`config.mk`:
```
export PLATFORM = sky130hd
export DESIGN_NAME = result_drain_flat
export DESIGN_NICKNAME = d
export VERILOG_FILES = /design/src/rtl/result_drain_if.sv /design/src/rtl/result_drain.sv /design/src/flat_wrapper.sv
export SDC_FILE = /design/constraint.sdc
export NUM_CORES = 1
export LEC_CHECK = 0
export CAP_MARGIN = 15
export CORE_ASPECT_RATIO = 1.1
export CORE_MARGIN = 10
export CORE_UTILIZATION = 49
export DETAILED_ROUTE_END_ITERATION = 16
export PLACE_DENSITY = 0.9
export REMOVE_ABC_BUFFERS = 1
export SETUP_SLACK_MARGIN = 0.4
export SYNTH_ARGS = -nofsm -noshare
export SYNTH_HDL_FRONTEND = slang
export SYNTH_SLANG_ARGS = --single-unit
```
`constraint.sdc`:
```
create_clock -name clk -period 2.8 [get_ports clk]
set_input_delay 0.56 -clock clk [delete_from_list [all_inputs] [get_ports clk]]
set_output_delay 0.56 -clock clk [all_outputs]
set_load 0.05 [all_outputs]
```
`src/rtl/result_drain_if.sv`:
```
// Result-row drain port bundle: upstream result capture side and
// downstream word stream side of the systolic array boundary.
interface result_drain_if #(
  parameter int N = 4,
  parameter int W = 16
);
  localparam int IW = $clog2(N);

  logic [N*W-1:0] res_in;
  logic           res_valid;
  logic           res_rdy;
  logic           res_clr;
  logic [W-1:0]   out_data;
  logic           out_valid;
  logic           out_ready;
  logic           out_last;
  logic [IW-1:0]  out_idx;

  modport master (
    input  res_in,
    input  res_valid,
    input  out_ready,
    output res_rdy,
    output res_clr,
    output out_data,
    output out_valid,
    output out_last,
    output out_idx
  );

  modport slave (
    output res_in,
    output res_valid,
    output out_ready,
    input  res_rdy,
    input  res_clr,
    input  out_data,
    input  out_valid,
    input  out_last,
    input  out_idx
  );
endinterface

```
`src/rtl/result_drain.sv`:
```
// Snapshots a row of N BFLOAT16 results and serializes it one lane
// per handshake, clearing the upstream registers after each capture.
module result_drain #(
  parameter int N = 4,
  parameter int W = 16
) (
  input  logic                clk,
  input  logic                clr,
  result_drain_if.master      io,
  output logic [7:0]          frame_cnt,
  output logic                overrun
);
  localparam int IW = $clog2(N);
  localparam logic [IW-1:0] LAST = IW'(N - 1);

  typedef enum logic {
    IDLE,
    SEND
  } state_e;

  state_e        state_q, state_d;
  logic [IW-1:0] idx_q, idx_d;
  logic [7:0]    frame_q, frame_d;
  logic          ovr_q, ovr_d;
  logic          rclr_q;
  logic [W-1:0]  buf_q [N];

  logic at_last;
  logic send;
  logic rdy;
  logic cap;

  assign at_last = (idx_q == LAST);
  assign send    = (state_q == SEND);

  // The final handshake of a frame doubles as a capture slot so rows
  // can stream with no idle cycle between them.
  assign rdy = !send || (io.out_ready && at_last);
  assign cap = io.res_valid && rdy;

  always_comb begin
    state_d = state_q;
    idx_d   = idx_q;
    frame_d = frame_q;
    ovr_d   = ovr_q | (io.res_valid & ~rdy);
    unique case (state_q)
      IDLE: begin
        if (io.res_valid) begin
          state_d = SEND;
          idx_d   = '0;
        end
      end
      SEND: begin
        if (io.out_ready) begin
          if (!at_last) begin
            idx_d = idx_q + 1'b1;
          end else begin
            frame_d = frame_q + 8'd1;
            idx_d   = '0;
            state_d = io.res_valid ? SEND : IDLE;
          end
        end
      end
    endcase
  end

  always_ff @(posedge clk or posedge clr) begin
    if (clr) begin
      state_q <= IDLE;
      idx_q   <= '0;
      frame_q <= '0;
      ovr_q   <= 1'b0;
      rclr_q  <= 1'b0;
    end else begin
      state_q <= state_d;
      idx_q   <= idx_d;
      frame_q <= frame_d;
      ovr_q   <= ovr_d;
      rclr_q  <= cap;
    end
  end

  always_ff @(posedge clk or posedge clr) begin
    if (clr) begin
      for (int k = 0; k < N; k++) begin
        buf_q[k] <= '0;
      end
    end else if (cap) begin
      for (int k = 0; k < N; k++) begin
        buf_q[k] <= io.res_in[k*W +: W];
      end
    end
  end

  assign io.res_rdy   = rdy;
  assign io.res_clr   = rclr_q;
  assign io.out_valid = send;
  assign io.out_data  = send ? buf_q[idx_q] : '0;
  assign io.out_idx   = send ? idx_q : '0;
  assign io.out_last  = send && at_last;
  assign frame_cnt    = frame_q;
  assign overrun      = ovr_q;
endmodule

```
`src/flat_wrapper.sv`:
```
// flat-port wrapper written by rule: the top's interface ports become plain ports
module result_drain_flat 
#(
  parameter int N = 4,
  parameter int W = 16
)
  (clk, clr, frame_cnt, overrun, io_res_in, io_res_valid, io_out_ready, io_res_rdy, io_res_clr, io_out_data, io_out_valid, io_out_last, io_out_idx);
  result_drain_if #(.N(N), .W(W)) io_i ();
  input  logic clk;
  input  logic clr;
  output logic [7:0] frame_cnt;
  output logic overrun;
  input wire logic [$bits(io_i.res_in)-1:0] io_res_in;
  input wire logic [$bits(io_i.res_valid)-1:0] io_res_valid;
  input wire logic [$bits(io_i.out_ready)-1:0] io_out_ready;
  output wire logic [$bits(io_i.res_rdy)-1:0] io_res_rdy;
  output wire logic [$bits(io_i.res_clr)-1:0] io_res_clr;
  output wire logic [$bits(io_i.out_data)-1:0] io_out_data;
  output wire logic [$bits(io_i.out_valid)-1:0] io_out_valid;
  output wire logic [$bits(io_i.out_last)-1:0] io_out_last;
  output wire logic [$bits(io_i.out_idx)-1:0] io_out_idx;
  assign io_i.res_in = io_res_in;
  assign io_i.res_valid = io_res_valid;
  assign io_i.out_ready = io_out_ready;
  assign io_res_rdy = io_i.res_rdy;
  assign io_res_clr = io_i.res_clr;
  assign io_out_data = io_i.out_data;
  assign io_out_valid = io_i.out_valid;
  assign io_out_last = io_i.out_last;
  assign io_out_idx = io_i.out_idx;
  result_drain #(.N(N), .W(W)) u_core (.clk(clk), .clr(clr), .io(io_i), .frame_cnt(frame_cnt), .overrun(overrun));
endmodule
```
### Word level (Yosys, flattened, before mapping)

Cells that the tools add are included.

* bits in registers: 77
* input bits: 68
* output and inout port bits: 31
* word-level logic and storage cells: 40

* add/sub/neg operators: 2
* magnitude comparators: 1
* eq/ne operators: 3
* muxes and demuxes: 13
* bitwise operators: 5
* reductions and logical operators: 7

Operators with widths (number)
* $mux W16: 3
* $bmux W16 S2: 1
* $add A8 B1 Y8 const B: 1
* $mux W2: 4
* $ne A2 B2 Y1 const B: 2
* $pmux W2 S2: 1
* $ge A3 B3 Y1 const B: 1
* $logic_and A1 B1 Y1: 3
* $mux W1: 3
* $not A2 Y3: 1
* $reduce_and A3 Y1: 1
* $add A2 B1 Y2 const B: 1
* $eq A2 B2 Y1 const B: 1
* $not A1 Y1: 2
* $pmux W1 S2: 1
* $reduce_and A2 Y1: 1
* $and A1 B1 Y1: 1
* $logic_not A1 Y1: 1
* $logic_or A1 B1 Y1: 1
* $or A1 B1 Y1: 1

### Logic depth before layout (Yosys ltp)

* depth after elaboration: 6
* gate-level depth with buffers: 6
* gate-level depth less buffers: 4

### Worst setup path before layout

Ideal clock, no wire load.

* path type: register to output
* start point: register u_core.idx_q[0]
* end point: output port io_out_data[10]
* arrival: 1.487 ns
* required time: 2.240 ns
* setup slack: 0.753 ns
* stages on the path, launching flop included: 5
* buffers on the path: 2
* cell sequence: dfrtp_1 buf_6 buf_6 mux4_2 and2_1

* longest elaborated chain between the ends: 5

RTL lines
* start, declared: RTL line result_drain.sv:22 `logic [IW-1:0] idx_q, idx_d;`
* start signal, assigned: RTL line result_drain.sv:76 `idx_q <= idx_d;`
* $not A2 Y3 (implied by the code): RTL line result_drain.sv:98 `assign io.out_data = send ? buf_q[idx_q] : '0;`
* $bmux W16 S2: RTL line result_drain.sv:98
* $mux W16 (implied by the code) (2 in series): RTL line result_drain.sv:98
* $mux W16: RTL line result_drain.sv:98
* end, declared: RTL line flat_wrapper.sv:18 `output wire logic [$bits(io_i.out_data)-1:0] io_out_data;`

Every way passes these cells. The select of a mux whose other input is x is not followed.

### Worst setup path after layout

* start point: register u_core.idx_q[0]
* end point: output port io_out_data[7]

Same word-level chain as after synthesis.

==> reports/qor.yml <==
outcome: "complete, no violations"
setup_viol: 0
detail_route.wl_per_cell_um: 19.6
hpwl_mm: 6.11
synth_area_per_cell_um2: 16.8
slowest_stage: "mux4_2"
finalHoldViolations: 0
yosys-top-cells-area: "dfrtp_1 52%, mux2_4 20%, mux4_2 9.7%, mux2_2 4.8%, buf_12 3.2%"
slew_violations: 0
end_kind: "output port"
grt_max_degree: 48
timing.rr.start: "u_core.idx_q[0]"
stdcell_area_mm2: 0.00501
post_cts_resize_count: 1
io_pins: 99
drtIter0Drc: 42
dp.cells: 401
cap_violations: 0
gr-total-overflow: 0
postCtsHoldBufs: 0
fin_util_pct: 67.5
place_area_mm2: 0.00476
ys_seq_elements: 77
postSynthCellCount: 221
finalClockSkew_ns: 0.0110
syn2layout_area_growth_pct: 34.8
cts-root-buf: "clkbuf_8"
grt_pass1_vias: 2504
leakagePower_nw: 2.33
post_cts_buffers: 0
clock_path_buffers: 2
finalCriticalPeriod_ns: 2.34
dr_total_vias: 2167
wl_mm: 8.15
clk_latency_ns: 0.34
post_drt_via_cell_ratio: 5.21
place_congestion: 0.791
crit_start: "u_core.idx_q[0]"
fp.dieW_um: 103
route.detailed.drc: 0
stdcell_count: 416
crit_chain: "buf_12 -> mux4_2 -> and2_1 -> buf_4"
yosys.area.top_type: "dfrtp_1"
crit_type: "reg2out"
start_util_pct: 50.1
hp-start: "u_core.frame_cnt[7]"
netlist_area_mm2: 0.00372
drive_gt1_share_pct: 38.9
irDropWorstVdd_v: 0.000799
cp_data_arrival_time_ns: 1.78
worst-slew-pin-transition_ns: 0.562
p_per_area_mw_per_mm2: 1290
synth_top_area_share_pct: 51.8
io_buffer_count: 98
ys_warn_count: 0
fin_nets: 395
path_buf_inv: 2
setup_tns_ns: 0
grt_pass1_wl_mm: 13.0
worst_ep_required_time_ns: 2.24
grt_usage_pct: 14.5
htreeDepth: 3
max_stage_delay_ns: 0.50
antenna_found_initial: 0
startpoint_type: "flip-flop"
fill_cells: 524
fmaxAchievable_ghz: 0.428
cts_sinks: 77
crit_fanout: 11
whs_ns: 0.486
first_pass_iters: 4
die_h_um: 111
clk_pin_slew_ns: 0.08
cts_inserted_buffers: 9
max_slew_margin_pct: 62.5
fp.dieArea_mm2: 0.0115
num_rows: 33
core-area_mm2: 0.00743
ys_types: 23
cts_tree: "done"
ant_nets: 0
critPathTopFamily: "multiplexers"
rsz0062_at_grt: "yes"
diodes: 0
ys_seq_area_share_pct: 51.8
post-route-period-util_pct: 83.5
min_path_type: "reg2reg"
==> cell type report <==
type / count / area [um2] / area share, %
Clock buffer: 11 / 131 / 2.62
Clock inverter: 4 / 97.6 / 1.95
Inverter: 3 / 12.5 / 0.250
Multi-Input combinational cell: 127 / 1610 / 32.1
Sequential cell: 77 / 1930 / 38.5
Tap cell: 87 / 109 / 2.17
Timing Repair Buffer: 107 / 1130 / 22.5
==> routing by layer <==
metal  vias to the layer above  wire length [um]  track usage [%]
met2                        75              4070             23.1
met5                         -                 0                0
met1                      1095              3420             17.6
met3                         2               628             5.94
met4                         0                30             3.81
li1                        995                 -                -
==> logic make-up (layout without fill, tap and decap cells) <==
kind of cell | Yosys count | after routing | synth area share (%)
compound gates | 4 | 4 | 1.18
xor+xnor | 7 | 7 | 1.65
flops | 77 | 77 | 51.8
buf+inv | 17 | 125 | 4.94
fa+ha+maj | 2 | 2 | 0.673
mux | 82 | 82 | 34.6
simple gates | 32 | 32 | 5.18
==> power by group <==
| part | switching (mW) | total (mW) | leakage [nW] | internal (mW) |
|---|---|---|---|---|
| Sequential | 0.338 | 1.97 | 0.928 | 1.63 |
| Combinational | 1.75 | 3.54 | 1.29 | 1.80 |
| Clock | 0.384 | 0.972 | 0.110 | 0.589 |
==> synthesized netlist by cell type, drive strengths merged <==
library cell  instances
a21bo                 1
nor2                  1
and3                  4
ha                    2
nand2                 5
clkbuf                2
o21bai                1
nand4                 3
mux2i                 1
a32o                  2
dfrtp                77
buf                  12
and2                 19
inv                   3
xnor2                 6
mux4                 16
mux2                 65
xor2                  1
==> metrics by stage <==
stage	setup slack (ns)	power (mW)
after floorplan	0.222	4.41
after global placement	0.479	5.41
after detailed placement	0.440	5.51
after CTS	0.370	6.50
after global routing	0.390	6.79
final	0.462	6.49
==> final timing paths <==
path / to / slack [ns] / cells past startpoint
max: io_out_data[7] / 0.46 / 4
min: u_core.frame_cnt[7] / 0.49 / 1
max reg2reg: u_core.buf_q[25] / 0.69 / 6
min reg2reg: u_core.frame_cnt[7] / 0.49 / 1
max in group asynchronous: u_core.buf_q[63] / 1.59 / 3
min in group asynchronous: u_core.buf_q[21] / 0.58 / 2
==> sequential cells by signal, summed over array words and instances, names as in the netlist <==
register             flops
u_core.buf_q            64
u_core.frame_cnt         8
u_core.idx_q             2
u_core.io.out_valid      1
u_core.io.res_clr        1
u_core.overrun           1
==> worst reg2reg max path, delay by kind of cell (launching register included) <==
kind	cells	cell delay, ns
flip-flops	1	0.45
AO/OA/AOI/OAI	1	0.25
buffers and inverters	2	0.40
multiplexers	1	0.35
AND/OR/NAND/NOR	1	0.29
adder cells (fa/ha/maj)	1	0.24
==> cells in the final DEF (no fill, tap or decap) <==
cell type | Yosys | routed
dlymetal6s2s_1 | 0 | 1
xnor2_1 | 6 | 6
clkdlybuf4s50_1 | 0 | 77
nand2_4 | 1 | 1
xor2_1 | 1 | 1
nor2_1 | 1 | 1
buf_12 | 6 | 10
clkinv_2 | 0 | 1
bufinv_16 | 0 | 3
dfrtp_1 | 77 | 75
clkbuf_8 | 0 | 9
ha_1 | 2 | 2
and3_1 | 4 | 4
inv_1 | 3 | 2
mux2_2 | 16 | 16
mux2i_1 | 1 | 1
a21bo_4 | 1 | 1
mux2_4 | 49 | 49
dfrtp_2 | 0 | 2
buf_4 | 1 | 19
and2_1 | 19 | 19
a32o_1 | 2 | 2
nand4_1 | 3 | 3
mux4_2 | 16 | 16
clkinvlp_4 | 0 | 1
clkbuf_1 | 2 | 2
o21bai_1 | 1 | 1
nand2_1 | 4 | 4
Note: power is estimated with default switching activity, not from simulation.
